### config.mk
export PLATFORM = sky130hd
export DESIGN_NAME = lap_countdown_timer_flat
export DESIGN_NICKNAME = d
export VERILOG_FILES = /design/src/rtl/lap_countdown_timer_if.sv /design/src/rtl/lap_countdown_timer.sv /design/src/flat_wrapper.sv
export SDC_FILE = /design/constraint.sdc
export NUM_CORES = 1
export LEC_CHECK = 0
export BUFFER_PORTS_ARGS = -buffer_cell sky130_fd_sc_hd__buf_2
export CORE_MARGIN = 4
export CORE_UTILIZATION = 60
export DETAILED_ROUTE_END_ITERATION = 6
export GPL_TIMING_DRIVEN = 0
export PLACE_DENSITY = 0.87
export SYNTH_ARGS = -nofsm -noshare
export SYNTH_HDL_FRONTEND = slang
export SYNTH_SLANG_ARGS = --single-unit
### constraint.sdc
create_clock -name sys_clk -period 4.48 [get_ports sys_clk]
set_clock_uncertainty 0.05 [all_clocks]
set_input_delay 0.224 -clock sys_clk [delete_from_list [all_inputs] [get_ports sys_clk]]
set_output_delay 0.224 -clock sys_clk [all_outputs]
set_load 0.01 [all_outputs]
### src/rtl/lap_countdown_timer_if.sv
// Command, preset and display bundle for lap_countdown_timer.
// master drives commands and preset; slave returns segments and status pulses.
interface lap_countdown_timer_if;
    logic            timer_clear;
    logic            timer_reset;
    logic            timer_start;
    logic            timer_pause;
    logic            timer_lap;
    logic            count_down;
    logic [5:0][3:0] preset_bcd;
    logic [5:0][6:0] digital_clock_out;
    logic            running;
    logic            expired;
    logic            wrapped;
    logic            preset_err;

    modport master (
        output timer_clear, timer_reset, timer_start, timer_pause, timer_lap,
               count_down, preset_bcd,
        input  digital_clock_out, running, expired, wrapped, preset_err
    );

    modport slave (
        input  timer_clear, timer_reset, timer_start, timer_pause, timer_lap,
               count_down, preset_bcd,
        output digital_clock_out, running, expired, wrapped, preset_err
    );
endinterface

### src/rtl/lap_countdown_timer.sv
// HH:MM:SS up/down timer with tick prescaler, preset load, expiry/wrap pulses
// and a lap function that freezes the seven-segment display register.
module lap_countdown_timer #(
    parameter int TICK_DIV       = 100_000_000,
    parameter int MAX_HOURS      = 24,
    parameter bit SEG_ACTIVE_LOW = 1'b0
) (
    input logic                  sys_clk,
    input logic                  rst,
    lap_countdown_timer_if.slave tif
);
    localparam int PW = (TICK_DIV > 2) ? $clog2(TICK_DIV) : 1;
    localparam logic [PW-1:0] TICK_LAST = PW'(TICK_DIV - 1);

    typedef enum logic [1:0] {STOPPED, RUNNING, EXPIRED} state_t;

    state_t          state;
    logic [PW-1:0]   presc;
    logic [5:0][3:0] cnt;
    logic [5:0][3:0] cnt_inc;
    logic [5:0][3:0] cnt_dec;
    logic [5:0][6:0] seg_q;
    logic            frozen;
    logic            frozen_nxt;
    logic            running_q;
    logic            expired_q;
    logic            wrapped_q;
    logic            preset_err_q;
    logic            tick;
    logic            at_max;
    logic            dec_zero;
    logic            preset_ok;
    logic [7:0]      cnt_hours;
    logic [7:0]      preset_hours;

    function automatic logic [6:0] seg_of(input logic [3:0] d);
        logic [6:0] s;
        case (d)
            4'd0:    s = 7'h3F;
            4'd1:    s = 7'h06;
            4'd2:    s = 7'h5B;
            4'd3:    s = 7'h4F;
            4'd4:    s = 7'h66;
            4'd5:    s = 7'h6D;
            4'd6:    s = 7'h7D;
            4'd7:    s = 7'h07;
            4'd8:    s = 7'h7F;
            4'd9:    s = 7'h6F;
            default: s = 7'h00;
        endcase
        return SEG_ACTIVE_LOW ? ~s : s;
    endfunction

    function automatic logic [5:0][6:0] seg_all(input logic [5:0][3:0] c);
        logic [5:0][6:0] r;
        for (int i = 0; i < 6; i++) r[i] = seg_of(c[i]);
        return r;
    endfunction

    assign tick = (state == RUNNING) && !tif.timer_pause && (presc == TICK_LAST);

    // BCD increment with 59/59 carries; at the top hour the whole count wraps to zero
    always_comb begin
        cnt_hours = 8'(cnt[5]) * 8'd10 + 8'(cnt[4]);
        at_max    = (cnt_hours == 8'(MAX_HOURS - 1)) && (cnt[3:0] == 16'h5959);
        cnt_inc   = cnt;
        if (at_max) begin
            cnt_inc = '0;
        end else if (cnt[0] != 4'd9) begin
            cnt_inc[0] = cnt[0] + 4'd1;
        end else begin
            cnt_inc[0] = 4'd0;
            if (cnt[1] != 4'd5) begin
                cnt_inc[1] = cnt[1] + 4'd1;
            end else begin
                cnt_inc[1] = 4'd0;
                if (cnt[2] != 4'd9) begin
                    cnt_inc[2] = cnt[2] + 4'd1;
                end else begin
                    cnt_inc[2] = 4'd0;
                    if (cnt[3] != 4'd5) begin
                        cnt_inc[3] = cnt[3] + 4'd1;
                    end else begin
                        cnt_inc[3] = 4'd0;
                        if (cnt[4] != 4'd9) begin
                            cnt_inc[4] = cnt[4] + 4'd1;
                        end else begin
                            cnt_inc[4] = 4'd0;
                            cnt_inc[5] = cnt[5] + 4'd1;
                        end
                    end
                end
            end
        end
    end

    // BCD decrement; a zero count saturates so a countdown never underflows
    always_comb begin
        cnt_dec = cnt;
        if (cnt == '0) begin
            cnt_dec = '0;
        end else if (cnt[0] != 4'd0) begin
            cnt_dec[0] = cnt[0] - 4'd1;
        end else begin
            cnt_dec[0] = 4'd9;
            if (cnt[1] != 4'd0) begin
                cnt_dec[1] = cnt[1] - 4'd1;
            end else begin
                cnt_dec[1] = 4'd5;
                if (cnt[2] != 4'd0) begin
                    cnt_dec[2] = cnt[2] - 4'd1;
                end else begin
                    cnt_dec[2] = 4'd9;
                    if (cnt[3] != 4'd0) begin
                        cnt_dec[3] = cnt[3] - 4'd1;
                    end else begin
                        cnt_dec[3] = 4'd5;
                        if (cnt[4] != 4'd0) begin
                            cnt_dec[4] = cnt[4] - 4'd1;
                        end else begin
                            cnt_dec[4] = 4'd9;
                            cnt_dec[5] = cnt[5] - 4'd1;
                        end
                    end
                end
            end
        end
        dec_zero = (cnt_dec == '0);
    end

    always_comb begin
        preset_hours = 8'(tif.preset_bcd[5]) * 8'd10 + 8'(tif.preset_bcd[4]);
        preset_ok    = (tif.preset_bcd[3] <= 4'd5) && (tif.preset_bcd[1] <= 4'd5) &&
                       (preset_hours < 8'(MAX_HOURS));
        for (int i = 0; i < 6; i++) begin
            if (tif.preset_bcd[i] > 4'd9) preset_ok = 1'b0;
        end
    end

    // Lap toggles only while running; leaving RUNNING always releases the freeze
    always_comb begin
        frozen_nxt = frozen;
        if (tif.timer_clear || tif.timer_reset) begin
            frozen_nxt = 1'b0;
        end else if (tif.timer_start && state == STOPPED) begin
            frozen_nxt = 1'b0;
        end else if (state == RUNNING) begin
            if (tif.timer_lap) frozen_nxt = !frozen;
            if (tick && tif.count_down && dec_zero) frozen_nxt = 1'b0;
        end
    end

    // The display reloads on the freeze and release edges too, so it shows the count at lap time
    always_ff @(posedge sys_clk) begin
        if (rst) begin
            state        <= STOPPED;
            presc        <= '0;
            cnt          <= '0;
            frozen       <= 1'b0;
            seg_q        <= seg_all('0);
            running_q    <= 1'b0;
            expired_q    <= 1'b0;
            wrapped_q    <= 1'b0;
            preset_err_q <= 1'b0;
        end else begin
            expired_q    <= 1'b0;
            wrapped_q    <= 1'b0;
            preset_err_q <= 1'b0;
            frozen       <= frozen_nxt;
            if (!(frozen && frozen_nxt)) seg_q <= seg_all(cnt);
            if (tif.timer_clear) begin
                cnt       <= '0;
                presc     <= '0;
                state     <= STOPPED;
                running_q <= 1'b0;
            end else if (tif.timer_reset) begin
                if (preset_ok) cnt <= tif.preset_bcd;
                else           preset_err_q <= 1'b1;
                presc     <= '0;
                state     <= STOPPED;
                running_q <= 1'b0;
            end else if (tif.timer_start && state == STOPPED) begin
                presc     <= '0;
                state     <= RUNNING;
                running_q <= 1'b1;
            end else if (state == RUNNING && !tif.timer_pause) begin
                if (tick) begin
                    presc <= '0;
                    if (tif.count_down) begin
                        cnt <= cnt_dec;
                        if (dec_zero) begin
                            expired_q <= 1'b1;
                            state     <= EXPIRED;
                            running_q <= 1'b0;
                        end
                    end else begin
                        cnt       <= cnt_inc;
                        wrapped_q <= at_max;
                    end
                end else begin
                    presc <= presc + PW'(1);
                end
            end
        end
    end

    assign tif.digital_clock_out = seg_q;
    assign tif.running           = running_q;
    assign tif.expired           = expired_q;
    assign tif.wrapped           = wrapped_q;
    assign tif.preset_err        = preset_err_q;
endmodule

### src/flat_wrapper.sv
// flat-port wrapper written by rule: the top's interface ports become plain ports
module lap_countdown_timer_flat 
#(
    parameter int TICK_DIV       = 100_000_000,
    parameter int MAX_HOURS      = 24,
    parameter bit SEG_ACTIVE_LOW = 1'b0
)
  (sys_clk, rst, tif_timer_clear, tif_timer_reset, tif_timer_start, tif_timer_pause, tif_timer_lap, tif_count_down, tif_preset_bcd, tif_digital_clock_out, tif_running, tif_expired, tif_wrapped, tif_preset_err);
  lap_countdown_timer_if tif_i ();
  input logic sys_clk;
  input logic rst;
  input wire logic [$bits(tif_i.timer_clear)-1:0] tif_timer_clear;
  input wire logic [$bits(tif_i.timer_reset)-1:0] tif_timer_reset;
  input wire logic [$bits(tif_i.timer_start)-1:0] tif_timer_start;
  input wire logic [$bits(tif_i.timer_pause)-1:0] tif_timer_pause;
  input wire logic [$bits(tif_i.timer_lap)-1:0] tif_timer_lap;
  input wire logic [$bits(tif_i.count_down)-1:0] tif_count_down;
  input wire logic [$bits(tif_i.preset_bcd)-1:0] tif_preset_bcd;
  output wire logic [$bits(tif_i.digital_clock_out)-1:0] tif_digital_clock_out;
  output wire logic [$bits(tif_i.running)-1:0] tif_running;
  output wire logic [$bits(tif_i.expired)-1:0] tif_expired;
  output wire logic [$bits(tif_i.wrapped)-1:0] tif_wrapped;
  output wire logic [$bits(tif_i.preset_err)-1:0] tif_preset_err;
  assign tif_i.timer_clear = tif_timer_clear;
  assign tif_i.timer_reset = tif_timer_reset;
  assign tif_i.timer_start = tif_timer_start;
  assign tif_i.timer_pause = tif_timer_pause;
  assign tif_i.timer_lap = tif_timer_lap;
  assign tif_i.count_down = tif_count_down;
  assign tif_i.preset_bcd = tif_preset_bcd;
  assign tif_digital_clock_out = tif_i.digital_clock_out;
  assign tif_running = tif_i.running;
  assign tif_expired = tif_i.expired;
  assign tif_wrapped = tif_i.wrapped;
  assign tif_preset_err = tif_i.preset_err;
  lap_countdown_timer #(.TICK_DIV(TICK_DIV), .MAX_HOURS(MAX_HOURS), .SEG_ACTIVE_LOW(SEG_ACTIVE_LOW)) u_core (.sys_clk(sys_clk), .rst(rst), .tif(tif_i));
endmodule
; After elaboration in Yosys (flattened, before gate mapping)
; Memory sizes are Yosys's and may differ from the RTL's. A register that Yosys moved wholly into a read port is not among the register bits.
; Index checks and enable logic that the tools add are counted.
[op_classes]
addsub = 15
n_mul = 2
n_lt_le_gt_ge = 9
eq_ne = 16
mux = 52
bitwise = 4
reduce_logical = 46
[op_table]
columns = cell, count
row1 = $mux 24, 8
row2 = $logic_not 24->1, 2
row3 = $mux 4, 12
row4 = $mux 20, 2
row5 = $mux 16, 2
row6 = $ne 4x3->1 const B, 7
row7 = $add 27x1->27 const B, 1
row8 = $eq 27x27->1 const B, 1
row9 = $mux 27, 1
row10 = $add 4x1->4 const B, 6
row11 = $gt 4x4->1 const B, 6
row12 = $mux 12, 2
row13 = $sub 4x1->4 const B, 6
row14 = $mux 1, 23
row15 = $reduce_bool 4->1, 5
row16 = $add 8x4->8, 2
row17 = $eq 16x15->1 const B, 1
row18 = $mux 8, 2
row19 = $mul 4x3->7 const B, 2
row20 = $reduce_or 7->1, 2
row21 = $ne 4x4->1 const B, 3
row22 = $reduce_and 4->1, 3
row23 = $reduce_bool 2->1, 6
row24 = $logic_and 1x1->1, 9
row25 = other kinds (18), 30
[word_totals]
register_bits = 58
mem_bits_ro = 672
in_bits = 32
out_inout_bits = 46
wordCells = 164
n_memories = 6
[memory_table]
columns = memory, words, width, rd, rd_ports_with_merged_regs, write_ports, line_no
row1 = (no name shown), 16, 7, 1, 1, 0, lap_countdown_timer.sv:38  ; case (d)
row2 = (no name shown), 16, 7, 1, 1, 0, lap_countdown_timer.sv:38
row3 = (no name shown), 16, 7, 1, 1, 0, lap_countdown_timer.sv:38
row4 = (no name shown), 16, 7, 1, 1, 0, lap_countdown_timer.sv:38
row5 = (no name shown), 16, 7, 1, 1, 0, lap_countdown_timer.sv:38
row6 = (no name shown), 16, 7, 1, 1, 0, lap_countdown_timer.sv:38

; Depth between registers and ports, before layout
; Gate-level depths: netlist of the first run.
[logic_depth]
word_depth = 15
depth_mapped = 14
depth_no_buf = 11

; Worst setup path after synthesis of the first run
; OpenSTA, ideal clock, no wires.
[synth_timing]
kind = register -> register
start = register u_core.cnt[21] (netlist bit)
end = register u_core.cnt[20] (netlist bit)
setup_ns = 0.128
arrival_time_ns = 2.923
t_required_ns = 4.302
slack_ns = 1.379
path_stages_with_launch = 12
n_path_buf = 0
period_less_slack_ns = 3.101
path_cell_list = dfxtp_1 -> ha_1 -> ha_1 -> fa_1 -> nor2b_1 -> o21ai_0 -> a32o_1 -> a41oi_1 -> nand2_1 -> o21ai_1 -> mux2i_1 -> nor2_1
[synth_via]
elab_chain_len = 10
word_cells_on_any_way = 18
cone_classes = 1 x add/sub / 1 x mul / 6 x eq/ne / 7 x mux / 3 x reduce/logical
[synth_lines]
columns = item, line_no
row1 = "start, declared", lap_countdown_timer.sv:19  ; logic [5:0][3:0] cnt;
row2 = "start signal, assigned", lap_countdown_timer.sv:177  ; if (preset_ok) cnt <= tif.preset_bcd;
row3 = "start signal, assigned", lap_countdown_timer.sv:190  ; cnt <= cnt_dec;
row4 = "start signal, assigned", lap_countdown_timer.sv:197  ; cnt <= cnt_inc;
row5 = $mul 4x3->7, lap_countdown_timer.sv:64  ; cnt_hours = 8'(cnt[5]) * 8'd10 + 8'(cnt[4]);
row6 = $add 8x4->8, lap_countdown_timer.sv:64
row7 = $eq 8x5->1, lap_countdown_timer.sv:65  ; at_max = (cnt_hours == 8'(MAX_HOURS - 1)) && (cnt[3:0] == 16'h5959);
row8 = $logic_and 1x1->1, lap_countdown_timer.sv:65
row9 = $mux 24, lap_countdown_timer.sv:67  ; if (at_max) begin
row10 = $mux 24, lap_countdown_timer.sv:189  ; if (tif.count_down) begin
row11 = $mux 24, lap_countdown_timer.sv:187  ; if (tick) begin
row12 = $mux 24, lap_countdown_timer.sv:186  ; end else if (state == RUNNING && !tif.timer_pause) begin
row13 = $mux 24, lap_countdown_timer.sv:182  ; end else if (tif.timer_start && state == STOPPED) begin
row14 = $mux 24, lap_countdown_timer.sv:176  ; end else if (tif.timer_reset) begin
; Several ways; a longest one is shown, not always the timed one. The select of a mux whose other input is x is not followed.
; A chain may end at the register's enable or synchronous reset.

; Worst setup path after layout of the first run
; Same ends and word-level chain as after synthesis.

==> results of run 1 <==
==> cell families after synthesis <==
group | Yosys count | share of synthesized area (%)
simple gates | 360 | 25.2
compound gates | 199 | 18.1
xor+xnor | 29 | 3.57
fa+ha+maj | 63 | 11.4
buf+inv | 90 | 5.35
mux | 60 | 8.52
flops | 99 | 27.9
==> report_power, final <==
part | internal, mW | switching, mW | leakage (nW) | total, mW
registers | 0.880 | 0.000818 | 0.799 | 0.881
logic | 0.0421 | 0.0838 | 2.11 | 0.126
clock network | 0.381 | 0.367 | 0.130 | 0.747
total | 1.30 | 0.451 | 3.04 | 1.75
==> tightest hold or removal path: stages <==
cell and delay (ns):
buf_2 0.10, o211ai_1 0.08, mux2i_1 0.11
==> cell usage in the layout (no fill, tap or decap), types with 5 or more instances in the layout <==
| cell | Yosys | final |
|---|---|---|
| nor2_1 | 134 | 134 |
| dfxtp_1 | 99 | 99 |
| buf_2 | 7 | 82 |
| nand2_1 | 60 | 60 |
| ha_1 | 60 | 60 |
| a21oi_1 | 58 | 58 |
| mux2i_1 | 56 | 56 |
| o21ai_0 | 49 | 49 |
| clkbuf_1 | 38 | 38 |
| nor3_1 | 37 | 37 |
| nand3_1 | 35 | 35 |
| inv_1 | 34 | 34 |
| xor2_1 | 19 | 19 |
| a211oi_1 | 16 | 16 |
| nand2b_1 | 15 | 15 |
| xnor2_1 | 10 | 10 |
| nand4_1 | 10 | 10 |
| o31ai_1 | 9 | 9 |
| clkbuf_16 | 0 | 9 |
| nor2b_1 | 8 | 8 |
| and3_1 | 7 | 7 |
| nor3b_1 | 6 | 6 |
| and2_1 | 6 | 6 |
| a2111oi_0 | 6 | 6 |
| a221oi_1 | 6 | 6 |
| a21o_1 | 5 | 5 |
| o22ai_1 | 5 | 5 |
| nor4_1 | 5 | 5 |
| and4_1 | 5 | 5 |
| or3_1 | 5 | 5 |
==> worst max-delay path by stage <==
stage	start	to	slack, ns	cells after the start
2_1_floorplan	u_core.cnt[21]	u_core.cnt[20]	1.38	11
3_3_place_gp	u_core.cnt[21]	u_core.cnt[20]	0.84	11
3_5_place_dp	u_core.cnt[21]	u_core.cnt[20]	0.81	11
4_1_cts	u_core.cnt[21]	u_core.cnt[20]	0.80	11
5_1_grt	u_core.cnt[21]	u_core.cnt[20]	0.48	11
6_report	u_core.cnt[21]	u_core.cnt[20]	0.68	11
==> metrics by stage <==
step	instance area, um2	std cells	worst slack (ns)	power [mW]
after floorplan	7110	900	1.38	0.974
after global placement	7660	1118	0.839	1.02
after detailed placement	7660	1118	0.814	1.02
after CTS	7940	1133	0.798	1.76
after global routing	7940	1133	0.477	1.80
final	7940	1133	0.677	1.75
==> flip-flops by register name (all words and copies together), names as in the netlist <==
name / flops
u_core.tif.digital_clock_out: 42
u_core.presc: 27
u_core.state: 2
u_core.tif.preset_err: 1
u_core.frozen: 1
u_core.cnt: 24
u_core.tif.wrapped: 1
u_core.tif.expired: 1
==> cell type report <==
| type | instances | area [um2] | share of cell area [%] |
|---|---|---|---|
| plain buffers | 54 | 245 | 3.09 |
| clock buffers | 9 | 225 | 2.84 |
| clock inverters | 6 | 48.8 | 0.615 |
| inverters | 36 | 135 | 1.70 |
| multi-input cells | 711 | 4750 | 59.8 |
| flip-flops and latches | 99 | 1980 | 25.0 |
| well taps | 143 | 179 | 2.25 |
| repair buffers | 75 | 375 | 4.73 |
==> routing by layer <==
layer / global-route usage, % / up-vias
li1: - / 3390
met1: 38.6 / 3241
met2: 45.7 / 326
met3: 5.86 / 59
met4: 12.8 / 2
met5: 0 / -
==> results.txt, run 1 <==
- Status: complete, no violations
- Post-detail-place hpwl: 14800 um
* Top Family by Delay on Critical Path: compound AO/OA/AOI/OAI gates
- Total length of routed met2 wires: 8940 um
- DRC viols: 0
- Summed over all cells, the static leakage comes to 3.04 nW.
* Max_slew headroom: 37.6%
- Number of synthesized flops with an enable pin: 0
* Setup repair after global routing missed its margin: false
- Num rows: 39
- Routed wire length per instance: 17.3 um
- Cell Area, Synth: 7110 um2
* Number of global-route vias before repair: 6222
* Worst-path clk slew: 0.07 ns
- The total overflow left after global routing is 0.
* Part of the cycle the worst path needs: 84.9%
- Area added between synthesis and finish: 11.7%
- Of the synthesized area, sequential elements account for 27.9%.
* Number of sinks driven by the clock tree: 99
* Post-Syn Area per Cell: 7.90 um2
- Dividing total power by cell area gives a power density of 221 nW/um2.
* DR iter-0 viols: 714
- By instance count, the leading cell after synthesis is nor2_1.
- Yosys reg bits: 99
- Entering global routing, the biggest net connects 18 pins.
* Fillers: 996
- The setup path with the least slack is of type register to register.
- The net count of the finished layout is 1081.
- For the worst setup path, the data arrival time is 3.99 ns.
* Port Buf Inserts: 75
* Area of the core: 11500 um2
- Minimum clock period after layout: 3.80 ns
- The detail route stage leaves a number of antenna-violating nets equal to 0.
* Die Ht: 117 um
* Hold Vio Cnt, Final: 0
- For this run, the total global-route usage over all layers was measured as 29.0%.
* Number of library cell types mapped by synthesis: 75
- Yosys warnings: 0
* Worst min-delay path endpoint: u_core.cnt[12]
- For this configuration, the core starts out at a cell density of 61.7%.
- Of all nets on the critical path, the largest fanout is 9.
- For the worst flop-to-flop path, the logic depth is 11.
* Worst-path cell with the longest stage delay: a41oi_1
* Number of antenna violations at the first check in global routing: 1
- Root Buffer Master: clkbuf_16
- The max-slew violation count came to 0.
- Gates resized during post-CTS repair numbered 0.
- Metal-1 WL: 8300 um
- The biggest area contributor in the post-synthesis netlist is dfxtp_1.
- Gate Count Post-Synth: 900
* Capturing element type of the critical path: register
* Number of buffers inserted for hold repair after clock tree synthesis: 0
- The number of buffers and inverters on the critical path is 0.
- Proportion of register bits with asynchronous set or reset after synthesis: 0%
- For this block, the routed nets add up to 19600 um of wire.
- Core utilization of the finished layout: 68.9%
- TritonCTS Buffers: 9
- Max-capacitance violation count: 0
- Post-route setup TNS: 0 ns
- Cells traversed along the worst timing path: ha_1 -> ha_1 -> fa_1 -> nor2b_1 -> o21ai_0 -> a32o_1 -> a41oi_1 -> nand2_1 -> o21ai_1 -> mux2i_1 -> nor2_1
* Critical hold path startpoint: tif_preset_bcd[12]
- Commonest cells post-synth: 134 x nor2_1, 99 x dfxtp_1, 60 x ha_1, 60 x nand2_1, 58 x a21oi_1
* Highest clock frequency the design can meet: 0.263 GHz
- The most numerous cell type found on the critical path is ha_1.
- The H-tree was split into 3 levels.
- Boundary pin count: 78
- Routed wl met3: 1610 um
* Launching element type of the critical path: register
- R2R Path End: u_core.cnt[20]
* Required time of the critical path: 4.67 ns
- At the pin with the least slew margin, the transition time is 0.923 ns.
- In this run the worst hold path is classified as primary input to register.
- Launching point of the worst reg2reg path: u_core.cnt[21]
- Across all hold checks on the routed design, the worst slack comes to 0.155 ns.
- Postcts setup bufs: 0
- 0 antenna diodes ended up in the layout.
- Setup violations remaining at the end of the flow were counted as 0.
- Highest signal layer in the routed design: met5
- Total via count in the routed design: 7018
- By area the synthesized netlist is led by dfxtp_1 28%, ha_1 11%, mux2i_1 7.9%.
- Cells with a size suffix above 1 make up 12.6% of the layout.
- The die covers 13700 um2.
* Post-synthesis net count: 995
* Via-to-Cell Ratio: 6.19
* RePlAce Congestion: 0.993
- Among all flip-flop cells after synthesis, the most frequent one is dfxtp_1.
- Die width: 117 um
- CTS tree: done
- The longest clock path from root to sink contains 2 buffers.
- IR analysis of the VDD net gives a maximum drop of 0.186 mV.
* Clock latency on the worst-skew pair: 0.36 ns
- 1st-pass router iterations: 5
* Fraction of synthesized cell area taken by the top area cell type: 27.9%
* Register-to-register setup slack: 0.68 ns
* First-pass GRT wire length: 31400 um
* Delay of the slowest cell on the worst path: 0.74 ns
- Number of cells traversed by the worst hold path: 3
No activity file was read; power rests on OpenSTA's default activity.
==> run 2, diff against run 1 <==
--- a/config.mk
+++ b/config.mk
@@ -7,10 +7,10 @@
 export LEC_CHECK = 0
 export BUFFER_PORTS_ARGS = -buffer_cell sky130_fd_sc_hd__buf_2
 export CORE_MARGIN = 4
-export CORE_UTILIZATION = 60
+export CORE_UTILIZATION = 54
 export DETAILED_ROUTE_END_ITERATION = 6
 export GPL_TIMING_DRIVEN = 0
-export PLACE_DENSITY = 0.87
+export PLACE_DENSITY = 0.83
 export SYNTH_ARGS = -nofsm -noshare
 export SYNTH_HDL_FRONTEND = slang
 export SYNTH_SLANG_ARGS = --single-unit
==> constraint.sdc (replaced) <==
create_clock -name sys_clk -period 3.4 [get_ports sys_clk]
set_clock_uncertainty 0.05 [all_clocks]
set_input_delay 0.17 -clock sys_clk [delete_from_list [all_inputs] [get_ports sys_clk]]
set_output_delay 0.17 -clock sys_clk [all_outputs]
set_load 0.01 [all_outputs]
==> run 2 against run 1 <==
  * Critical path depth is 2 higher
  * Largest power group unchanged
  * Cell count is 3.2% higher
  * Combinational power rose by 40%
  * Global-route usage down 1.6 points
  * Sequential cell count unchanged
  * Wire length up 6.7%
==> results.txt, run 2 (synthesis gave the netlist of run 1 again) <==
- Status: complete, no violations
- Path depth of the worst reg2reg path: 13 (+2)
- The first-pass GRT wire length came to 32700 um (+4.1%).
- Total via count in the routed design: 7170 (+2.2%)
- Diodes inserted: 0 (unchanged)
- DRC viols: 0 (unchanged)
* TritonCTS Buffers: 9 (unchanged)
- The number of primary I/O pins is 78 (unchanged).
* CTS tree: done
* Worst hold path type: primary input to register
* Peak fanout along the critical path: 10 (+1)
- ANT nets after route: 0 (unchanged)
- The final instance count without filler cells is 1169 (+3.2%).
* Overall die area: 15100 um2 (+10%)
- Num rows: 41 (+5.1%)
- The worst hold path begins at tif_timer_pause.
- From synthesis to final layout, the design area changed by 15.5%.
- R2R Path End: u_core.tif.digital_clock_out[14]
* 1st-pass router iterations: 5 (unchanged)
* GRT Overall Usage: 27.4% (-1.6 points)
- Max-capacitance violation count: 0 (unchanged)
* Capturing element type of the critical path: register
* Number of global-route vias before repair: 6391 (+2.7%)
- The number of endpoints with negative hold slack in the final report was 0 (unchanged).
* Worst-path clk slew: 0.08 ns (about the same)
* Path type of the worst setup path: register to register
- The power density relative to cell area came to 293 nW/um2 (+33%).
- The filler cell count in the final layout is 1082 (+8.6%).
- Commonest cells after routing, fill and taps aside: 132 x nor2_1, 88 x dfxtp_1, 81 x buf_2
- Placed Cells: 1147 (+2.6%)
* RePlAce Congestion: 1.00 (+0.73%)
* Leading cell type in the layout, fill and taps excluded: nor2_1
* Layout cell share with drive strength beyond 1: 17.0% (+4.3 points)
- The detail-routed net length per standard cell is 17.9 um (+3.4%).
- The maximum vdd ir drop came to 0.230 mV (+24%).
- The number of flip-flops under the largest register name was 42 (unchanged).
- For hold timing, the worst endpoint is u_core.presc[1].
- The critical path data required time is 3.58 ns (-1.09 ns).
- Number of sinks driven by the clock tree: 99 (unchanged)
- Max_slew headroom: 38.1% (+0.50 points)
- Launching element type of the critical path: register
- Comb power frac: 7.3% (about the same)
* Port Buf Inserts: 75 (unchanged)
- Die width: 123 um (+5.0%)
- The number of levels in the clock H-tree is 3 (unchanged).
- The proportion of power drawn by flip-flops and latches is 48.2% (-2.0 points).
- The count of nets after finishing came to 1087 (+0.56%).
* Maximum number of pins on one net before global-route repair: 22 (+4)
- Minimum clock period after layout: 3.38 ns (-0.421 ns)
* Register-to-register setup slack: 0.02 ns (-0.66 ns)
* Post-detail-place hpwl: 15200 um (+2.6%)
- Number of setup violations in the final report: 0 (unchanged)
- Fraction of power spent switching nets: 27.6% (+1.8 points)
- DR iter-0 viols: 702 (-1.7%)
- Post-detailed-routing wire length: 20900 um (+6.7%)
* Number of antenna violations at the first check in global routing: 0 (-1)
* Static leakage: 3.14 nW (+3.3%)
- The maximum clock frequency was 0.296 GHz (+12%).
* Root Buffer Master: clkbuf_16
- The power spent charging and discharging nets was 0.664 mW (+47%).
- Core utilization of the finished layout: 64.3% (-4.6 points)
* Launching point of the worst reg2reg path: u_core.cnt[4]
- Die Ht: 123 um (+5.0%)
* Clock network power share: 44.5% (+1.9 points)
- The detailed-route vias per instance was 6.13 (-0.98%).
- The instance count along the most critical hold path came to 4 (+1).
- The total congestion overflow is 0 (unchanged).
* Area of the core: 12800 um2 (+11%)
- Arrival time of data at the critical path endpoint: 3.57 ns (-0.42 ns)
* Transition time of the tightest slew-check pin: 0.915 ns (-0.00744 ns)
- The max-slew violation count was 0 (unchanged).
- Internal portion of total power: 1.74 mW (+34%)
- Part of the cycle the worst path needs: 99.5% (+15 points)
* Starting utilization of the core area: 55.6% (-6.1 points)
* Clock buffer depth: 2 (unchanged)
- The clock latency on the worst-skew pair came to 0.37 ns (about the same).
[run 2: stage by stage]
step | worst slack (ns) | hold slack [ns] | total power [mW] | area, um2 | setup TNS (ns)
finish | 0.0182 | 0.115 | 2.41 | 8210 | 0
global route | -0.108 | 0.118 | 2.47 | 8210 | -1.95
CTS | 0.00129 | 0.105 | 2.40 | 8070 | 0
detailed placement | -0.288 | 0.422 | 1.35 | 7700 | -8.94
global placement | -0.248 | 0.419 | 1.35 | 7700 | -5.45
floorplan | 0.299 | 0.305 | 1.28 | 7110 | 0
[run 2: layout make-up]
| cell class | instances | area (um2) | area share [%] |
|---|---|---|---|
| multi-input combinational | 711 | 4870 | 59.4 |
| timing repair buffer | 84 | 443 | 5.39 |
| sequential | 99 | 2000 | 24.3 |
| clock buffer | 9 | 225 | 2.74 |
| tap | 172 | 215 | 2.62 |
| buffer | 51 | 241 | 2.94 |
| inverter | 36 | 135 | 1.65 |
| clock inverter | 7 | 81.3 | 0.990 |
[run 2: worst max-delay path: stages, from the launching register on]
cell and delay (ns):
dfxtp_1 0.41, inv_2 0.14, ha_2 0.25, nor3b_4 0.31, nand4_2 0.21, clkbuf_4 0.24
o22ai_1 0.24, nand4_1 0.20, nor4_2 0.37, and4_4 0.30, nor2_2 0.06, buf_6 0.16
buf_6 0.18, mux2i_1 0.13
[run 2: worst max path at each step]
stage                              start                          endpoint  slack [ns]  cells past startpoint
after floorplan           u_core.cnt[21]                    u_core.cnt[20]        0.30                     11
after global placement    u_core.cnt[21]                    u_core.cnt[20]       -0.25                     11
after detailed placement  u_core.cnt[21]                    u_core.cnt[20]       -0.29                     11
after CTS                 u_core.cnt[21]                    u_core.cnt[20]       0.001                     11
after global routing       u_core.cnt[4]  u_core.tif.digital_clock_out[32]       -0.11                     13
final                      u_core.cnt[4]  u_core.tif.digital_clock_out[14]        0.02                     13
[run 2: power groups by stage]
stage | logic [mW] | registers [mW] | clock network [mW]
after floorplan | 0.0956 | 1.19 | 0
after global placement | 0.161 | 1.19 | 0
after detailed placement | 0.164 | 1.19 | 0
after CTS | 0.166 | 1.16 | 1.08
after global routing | 0.188 | 1.16 | 1.12
final | 0.176 | 1.16 | 1.07
[run 2: metal layers]
layer / GRT usage, % / share of wire, % / routed length, um
met1: 37.1 / 42 / 8820
met2: 43.6 / 45 / 9380
met3: 5.76 / 10 / 2170
met4: 8.82 / 2.4 / 498
met5: 0 / 0 / 0
[run 2: timing repair]
| item | 4_1_cts | 5_1_grt |
|---|---|---|
| endpoints found under the setup margin | 51 | 53 |
| resized for setup | 16 | 32 |
| buffers inserted | 3 | 6 |
| hold buffers | 0 | 0 |
| pin swaps | 0 | 2 |
